File: src/rtl/processor_pkg.sv
// Shared definitions for the single-cycle accumulator processor.
// Holds default widths, opcode encodings and the ACC source-select encoding.
package processor_pkg;

  localparam int unsigned BITS_DEF   = 16;
  localparam int unsigned OPW        = 5;
  localparam int unsigned DTBITS_DEF = BITS_DEF - OPW;

  localparam logic [OPW-1:0] OP_HLT  = 5'b00000;
  localparam logic [OPW-1:0] OP_STO  = 5'b00001;
  localparam logic [OPW-1:0] OP_LD   = 5'b00010;
  localparam logic [OPW-1:0] OP_LDI  = 5'b00011;
  localparam logic [OPW-1:0] OP_ADD  = 5'b00100;
  localparam logic [OPW-1:0] OP_ADDI = 5'b00101;
  localparam logic [OPW-1:0] OP_SUB  = 5'b00110;
  localparam logic [OPW-1:0] OP_SUBI = 5'b00111;

  // Source of the value loaded into ACC.
  typedef enum logic [1:0] {
    SELA_IMM = 2'd0,
    SELA_RAM = 2'd1,
    SELA_ALU = 2'd2
  } sel_a_e;

endpackage

File: src/rtl/processor_control.sv
// Instruction decoder: maps the opcode to datapath controls.
// Ports:
//   opcode_i  - opcode field of the current instruction
//   wr_pc_o   - advance PC (0 only for HLT)
//   sel_a_o   - ACC load source (sel_a_e)
//   sel_b_o   - ALU operand B: 0 = data memory, 1 = sign-extended operand
//   wr_acc_o  - load ACC this cycle
//   op_o      - ALU operation: 0 = add, 1 = subtract
//   wr_o/rd_o - data-memory write strobe / read enable
module processor_control
  import processor_pkg::*;
(
  input  logic [OPW-1:0] opcode_i,
  output logic           wr_pc_o,
  output logic [1:0]     sel_a_o,
  output logic           sel_b_o,
  output logic           wr_acc_o,
  output logic           op_o,
  output logic           wr_o,
  output logic           rd_o
);

  // Defaults describe a NOP; each opcode overrides only what it needs.
  always_comb begin
    wr_pc_o  = 1'b1;
    sel_a_o  = SELA_ALU;
    sel_b_o  = 1'b0;
    wr_acc_o = 1'b0;
    op_o     = 1'b0;
    wr_o     = 1'b0;
    rd_o     = 1'b0;
    case (opcode_i)
      OP_HLT:  wr_pc_o = 1'b0;
      OP_STO:  wr_o    = 1'b1;
      OP_LD:   begin rd_o = 1'b1; sel_a_o = SELA_RAM; wr_acc_o = 1'b1; end
      OP_LDI:  begin sel_a_o = SELA_IMM; wr_acc_o = 1'b1; end
      OP_ADD:  begin rd_o = 1'b1; wr_acc_o = 1'b1; end
      OP_ADDI: begin sel_b_o = 1'b1; wr_acc_o = 1'b1; end
      OP_SUB:  begin rd_o = 1'b1; op_o = 1'b1; wr_acc_o = 1'b1; end
      OP_SUBI: begin sel_b_o = 1'b1; op_o = 1'b1; wr_acc_o = 1'b1; end
      default: ;
    endcase
  end

endmodule

File: src/rtl/processor.sv
// Single-cycle accumulator processor: one instruction per clock, no pipeline.
// Ports:
//   i_clock, i_reset - clock and synchronous active-high reset
//   i_Data_rom       - instruction at o_Addr_rom (opcode | operand)
//   i_Data_ram       - data-memory read word at o_Addr_ram
//   o_Data_ram       - data-memory write word (ACC)
//   o_Addr_rom       - program address (PC)
//   o_Addr_ram       - data address (operand field)
//   Wr, Rd           - data-memory write strobe / read enable
module processor
  import processor_pkg::*;
#(
  parameter int unsigned BITS   = BITS_DEF,
  parameter int unsigned DTBITS = BITS - OPW
) (
  input  logic              i_clock,
  input  logic              i_reset,
  input  logic [BITS-1:0]   i_Data_rom,
  input  logic [BITS-1:0]   i_Data_ram,
  output logic [BITS-1:0]   o_Data_ram,
  output logic [DTBITS-1:0] o_Addr_rom,
  output logic [DTBITS-1:0] o_Addr_ram,
  output logic              Wr,
  output logic              Rd
);

  logic [DTBITS-1:0] pc_q, pc_d;
  logic [BITS-1:0]   acc_q, acc_d;

  logic [OPW-1:0]    opcode;
  logic [DTBITS-1:0] operand;
  logic [BITS-1:0]   imm;
  logic [BITS-1:0]   alu_b;
  logic [BITS-1:0]   alu_res;
  logic [BITS-1:0]   acc_src;

  logic       wr_pc, sel_b, wr_acc, op, ctl_wr, ctl_rd;
  logic [1:0] sel_a;

  assign opcode  = OPW'(i_Data_rom[BITS-1:DTBITS]);
  assign operand = i_Data_rom[DTBITS-1:0];
  assign imm     = {{(BITS-DTBITS){operand[DTBITS-1]}}, operand};

  processor_control u_control (
    .opcode_i (opcode),
    .wr_pc_o  (wr_pc),
    .sel_a_o  (sel_a),
    .sel_b_o  (sel_b),
    .wr_acc_o (wr_acc),
    .op_o     (op),
    .wr_o     (ctl_wr),
    .rd_o     (ctl_rd)
  );

  // Add/sub datapath; wraps modulo 2^BITS, no flags.
  assign alu_b   = sel_b ? imm : i_Data_ram;
  assign alu_res = op ? (acc_q - alu_b) : (acc_q + alu_b);

  always_comb begin
    acc_src = alu_res;
    case (sel_a)
      SELA_IMM: acc_src = imm;
      SELA_RAM: acc_src = i_Data_ram;
      default:  acc_src = alu_res;
    endcase
  end

  // Next-state: HLT holds PC; PC wraps naturally at 2^DTBITS.
  always_comb begin
    acc_d = acc_q;
    pc_d  = pc_q;
    if (wr_acc) acc_d = acc_src;
    if (wr_pc)  pc_d  = pc_q + DTBITS'(1);
  end

  always_ff @(posedge i_clock) begin
    if (i_reset) begin
      pc_q  <= '0;
      acc_q <= '0;
    end else begin
      pc_q  <= pc_d;
      acc_q <= acc_d;
    end
  end

  assign o_Data_ram = acc_q;
  assign o_Addr_rom = pc_q;
  assign o_Addr_ram = operand;
  // Memory strobes are suppressed while reset is asserted.
  assign Wr = ctl_wr & ~i_reset;
  assign Rd = ctl_rd & ~i_reset;

endmodule

File: config.mk
export PLATFORM = sky130hd
export DESIGN_NAME = processor
export DESIGN_NICKNAME = d
export VERILOG_FILES = /design/src/rtl/processor_pkg.sv /design/src/rtl/processor_control.sv /design/src/rtl/processor.sv
export SDC_FILE = /design/constraint.sdc
export NUM_CORES = 1
export LEC_CHECK = 0
export CORE_ASPECT_RATIO = 2
export CORE_MARGIN = 1
export CORE_UTILIZATION = 35
export DETAILED_ROUTE_END_ITERATION = 7
export SETUP_SLACK_MARGIN = 0.1
export SYNTH_ARGS = -nofsm -noshare
export SYNTH_HDL_FRONTEND = slang
export SYNTH_SLANG_ARGS = --single-unit
File: constraint.sdc
create_clock -name i_clock -period 5.2 [get_ports i_clock]
set_input_delay 0.78 -clock i_clock [delete_from_list [all_inputs] [get_ports i_clock]]
set_output_delay 0.78 -clock i_clock [all_outputs]
set_load 0.005 [all_outputs]
# [After elaboration in Yosys (flattened, before gate mapping)]
# Index checks and enable logic that the tools add are counted.
[word_totals] in_bits=34 elab_cells=31 out_inout_bits=40 regBits=27
[op_classes] reduce_logical=6 n_addsub=3 muxes=9 bitwise=3 eq_ne=8
[op_table] cell="$mux W16" count=2
[op_table] cell="$pmux W16 S2" count=1
[op_table] cell="$eq A5 B3 Y1 const B" count=4
[op_table] cell="$add A16 B16 Y16" count=1
[op_table] cell="$sub A16 B16 Y16" count=1
[op_table] cell="$add A11 B1 Y11 const B" count=1
[op_table] cell="$eq A5 B2 Y1 const B" count=2
[op_table] cell="$reduce_or A6 Y1" count=1
[op_table] cell="$eq A5 B1 Y1 const B" count=1
[op_table] cell="$logic_not A5 Y1" count=1
[op_table] cell="$mux W1" count=5
[op_table] cell="$pmux W2 S2" count=1
[op_table] cell="$reduce_or A2 Y1" count=2
[op_table] cell="$reduce_or A3 Y1" count=1
[op_table] cell="$and A1 B1 Y1" count=2
[op_table] cell="$eq A2 B1 Y1 const B" count=1
[op_table] cell="$logic_not A2 Y1" count=1
[op_table] cell="$not A1 Y1" count=1

# [Longest topological paths before layout]
[logic_depth] word_depth=7 mapped_depth=17 depth_no_buf=14

# [By module]
# A second synthesis with hierarchy kept.
[unflattened] cells_unflattened=352 area_unflattened_um2=2796.4
[modules_own_cells] mod="processor" instances=1 seq_area_each_um2=540.5 area_per_inst_um2=2731.4 cells_per_inst=342
[modules_own_cells] mod="processor_control" instances=1 seq_area_each_um2=0.0 area_per_inst_um2=65.1 cells_per_inst=10

# [Worst setup path after synthesis]
# OpenSTA, ideal clock, no wires.
[synth_timing] path_type="input to register" startpoint="input i_Data_rom[11]" endpoint="register acc_q[15], in the netlist o_Data_ram[15]" path_slack_ns=0.974 stages=16 arrival_ns=4.123 path_cell_list="clkbuf_2 -> nand4bb_1 -> buf_4 -> buf_1 -> mux2i_1 -> ha_1 -> o2111ai_2 -> o21ai_0 -> xnor2_1 -> ha_1 -> a21o_1 -> a21o_1 -> a221o_1 -> a21oi_1 -> xnor2_1 -> a2111oi_2"
[synth_via] elab_chain_len=7 elab_cells_between_ends=20 classes_between="add/sub (2); eq/ne (7); mux (7); reduce/logical (4)"
[synth_lines] element="start, declared" line_no="processor.sv:18" text="input logic [BITS-1:0] i_Data_rom,"
[synth_lines] element="$eq A5 B3 Y1" line_no="processor_control.sv:32" text="case (opcode_i)"
[synth_lines] element="$reduce_or A2 Y1 (no source line)"
[synth_lines] element="$mux W1" line_no="processor_control.sv:32"
[synth_lines] element="$mux W16" line_no="processor.sv:56" text="assign alu_b = sel_b ? imm : i_Data_ram;"
[synth_lines] element="$add A16 B16 Y16 or $sub A16 B16 Y16 (tied branches)" line_no="processor.sv:57" text="assign alu_res = op ? (acc_q - alu_b) : (acc_q + alu_b);"
[synth_lines] element="$mux W16" line_no="processor.sv:57"
[synth_lines] element="$pmux W16 S2" line_no="processor.sv:61" text="case (sel_a)"
[synth_lines] element="end signal, assigned" line_no="processor.sv:79" text="acc_q <= '0;"
[synth_lines] element="end signal, assigned" line_no="processor.sv:82" text="acc_q <= acc_d;"
[synth_lines] element="end, declared" line_no="processor.sv:28" text="logic [BITS-1:0] acc_q, acc_d;"
# Several ways; a longest one is shown, not always the timed one.
# A chain may end at the register's enable or synchronous reset.

# [Worst setup path in the final report]
[layout_timing] startpoint="input i_Data_rom[14]" endpoint="register acc_q[15], in the netlist o_Data_ram[15]"
# Same word-level chain as after synthesis.

==> run metrics <==
Startpoint Class=input port; Fin Hold WS=around 490 ps; WS Path Type=in -> reg; Hold Startpoint=o_Data_ram[3]; Pwr Density=~200 nW/um^2; Final Core Density=between 40 and 50%; Async SR Flop Fraction=0%; # DRC=0; root buffer cell=clkbuf_16; worst-margin pin slew=between 800 and 900 ps; WL/cell=about 18 um; pin count of the biggest net entering global routing=31; first-pass GRT wire length=14500 um; hold depth=2; Setup TNS=0 ps; RSZ-0062 raised after global routing=false; FF-to-FF setup slack=between 2000 and 3000 ps; post-synth top area share=around a fifth; Lkg Pwr=roughly 1.4 nW; Sequential Power Share=32.6%; Total Wirelength=about 9000 um; worst path arrival time=4700 ps; Avg Cell Area, Syn=approximately 7.7 um^2; initial antenna violation count=0; DP Wirelength=7290 um; cell accounting for the most synthesized area=dfxtp_1; status=finished clean; Synth Instances=about 360; final-report max-slew violation count=0; synth warn=0; Hold Path Sink=o_Data_ram[3]; Worst slew margin=42.3%; fmax=between 0.2 and 0.25 GHz; total gr overflow=0; commonest non-fill, non-tap cell in the layout=clkdlybuf4s50_1; Initial Util=between 30 and 40%; Tmin final=between 4000 and 5000 ps; CTS tree=built; Die Y=roughly 130 um; # clock sinks=27; Area contributors post-synth=dfxtp_1 20%, ha_1 7.7%, mux2i_1 5.8%; Area Growth Syn to Fin=30.2%; post-route cell area=3580 um^2; Ports=between 70 and 80; Detail Route Antenna Nets=0; Initial DRC Count=roughly 140; Final nets=468; ys flop type=dfxtp_1; Clk network pwr share=between 20 and 30%; WP data required=5370 ps; register area=roughly 540 um^2; Reg clk slew, reported paths=roughly 70 ps; Die X=about 65 um; commonest non-fill, non-tap cells in the layout=73 x clkdlybuf4s50_1, 41 x nor2_1, 28 x a21oi_1, 27 x dfxtp_1, 23 x nand2_1; n_diodes=0; CP endpoint kind=register; Max-cap violations=0; fin worst setup slack=between 600 and 700 ps; r2r worst-path depth=10; Sw Share=around a third; full die area=8230 um^2; clk_skew=3.77 ps; dpl ws=between 400 and 500 ps; maximum VDD drop=0.155 mV; GP Congestion=between 0.9 and 1; FF-to-FF Start=o_Data_ram[0]; net count after synthesis=~400; total core area=7600 um^2; clock buffer depth=2; Hold Buf Count CTS=0; Worst Hold Class=reg -> reg; total number of vias=2919; final hold vios=0; dpl cell area=about 3500 um^2; endpoints failing setup=0; Fill cells=roughly 810; GRT Resource Usage Total=about a quarter; Comb power frac=40.6%; number of global-route vias before repair=2992; Post-synth EDFFs=0; Pre-antenna DRT Iters=4; sequential fraction of the synthesis area=~20%; Psw=0.247 mW; #FFs+latches synth=27; Worst-Skew Late Latency=270 ps; post_cts resized=0; Worst R2R End=o_Data_ram[12]; share of cells above drive strength 1=under 10%; PortBufs=73; Power Internal=0.464 mW; fin crit share=between 80 and 90%; CTS Buf Count=3; Post-Syn Area=2750 um^2; CP Max Fanout=16; Multi-input gate area=2040 um^2; Rows=45; H-tree depth=1; Vias/cell=roughly 5.7; Synth cell types=58; Post-CTS Setup Repair Bufs=0
==> final cells by class <==
| class | instances | area share [%] |
|---|---|---|
| well taps | 94 | 3.29 |
| repair buffers | 79 | 21.7 |
| clock inverters | 1 | 0.210 |
| clock buffers | 3 | 2.10 |
| inverters | 6 | 0.630 |
| flip-flops and latches | 27 | 15.1 |
| multi-input cells | 299 | 57.0 |
==> stage by stage <==
step | power, mW | cells
4_1_cts | 0.717 | 509
3_3_place_gp | 0.521 | 505
3_5_place_dp | 0.523 | 505
2_1_floorplan | 0.412 | 357
5_1_grt | 0.755 | 509
6_report | 0.711 | 509
==> power by group through the flow <==
stage          clock network [mW]  registers (mW)  logic [mW]
6_report                    0.191           0.231       0.289
5_1_grt                     0.205           0.233       0.317
4_1_cts                     0.197           0.232       0.288
3_5_place_dp                    0           0.237       0.286
3_3_place_gp                    0           0.236       0.285
2_1_floorplan                   0           0.234       0.179
==> routing by layer <==
metal / share of wire [%] / wire [um] / up-vias / global-route usage, %
li1: - / - / 1428 / -
met1: 34 / 3060 / 1351 / 21.0
met2: 55 / 5060 / 103 / 45.1
met3: 3.7 / 339 / 37 / 2.23
met4: 7.5 / 681 / 0 / 18.3
met5: 0 / 0 / - / 0
==> cells by family after synthesis <==
kind of cell               Yosys count  share of synthesized area, %
adders and majority gates           18                          8.47
AOI/OAI and AO/OA                   95                          22.7
buffers and inverters               31                          6.15
xor gates and xnor gates            33                          10.5
DFF                                 27                          19.7
and+or+nand+nor                    131                          24.0
muxes                               22                          8.47
==> worst max-delay path by stage <==
| stage | slack (ps) | endpoint | start | cells past startpoint |
|---|---|---|---|---|
| 2_1_floorplan | 970 | o_Data_ram[15] | i_Data_rom[11] | 16 |
| 3_3_place_gp | 490 | o_Data_ram[15] | i_Data_rom[11] | 16 |
| 3_5_place_dp | 460 | o_Data_ram[15] | i_Data_rom[14] | 14 |
| 4_1_cts | 690 | o_Data_ram[15] | i_Data_rom[14] | 14 |
| 5_1_grt | 410 | o_Data_ram[15] | i_Data_rom[11] | 14 |
| 6_report | 670 | o_Data_ram[15] | i_Data_rom[14] | 14 |
==> synth_stat cells (3+ instances only) <==
master / n
o21a_1: 3
a21o_1: 4
nand2_1: 23
xor2_1: 17
a31oi_1: 3
o21ai_1: 3
clkbuf_1: 7
nor4_1: 7
mux2_2: 4
inv_1: 5
nor2_1: 41
a21oi_1: 28
nor3_1: 17
and2_1: 6
or2_2: 3
or3_1: 3
mux2i_1: 16
and4_1: 3
o211ai_1: 3
and3_1: 6
o21ai_0: 19
a211oi_1: 10
a2111oi_0: 3
xnor2_1: 16
ha_1: 17
buf_4: 13
dfxtp_1: 27
nand3_1: 10
==> critical path, stage by stage <==
cell and delay [ps]:
clkdlybuf4s50_1 590, nand4bb_1 320, buf_4 310, mux2i_2 320, o2111ai_2 210, o21ai_0 320
xnor2_1 140, ha_1 350, a21o_1 180, a21o_1 170, a221o_1 340, a21oi_1 180
xnor2_1 110, a2111oi_2 370
==> registers in the layout (all words and copies together) (netlist names) <==
register,count
o_Addr_rom,11
o_Data_ram,16
No activity file was read; power rests on OpenSTA's default activity.
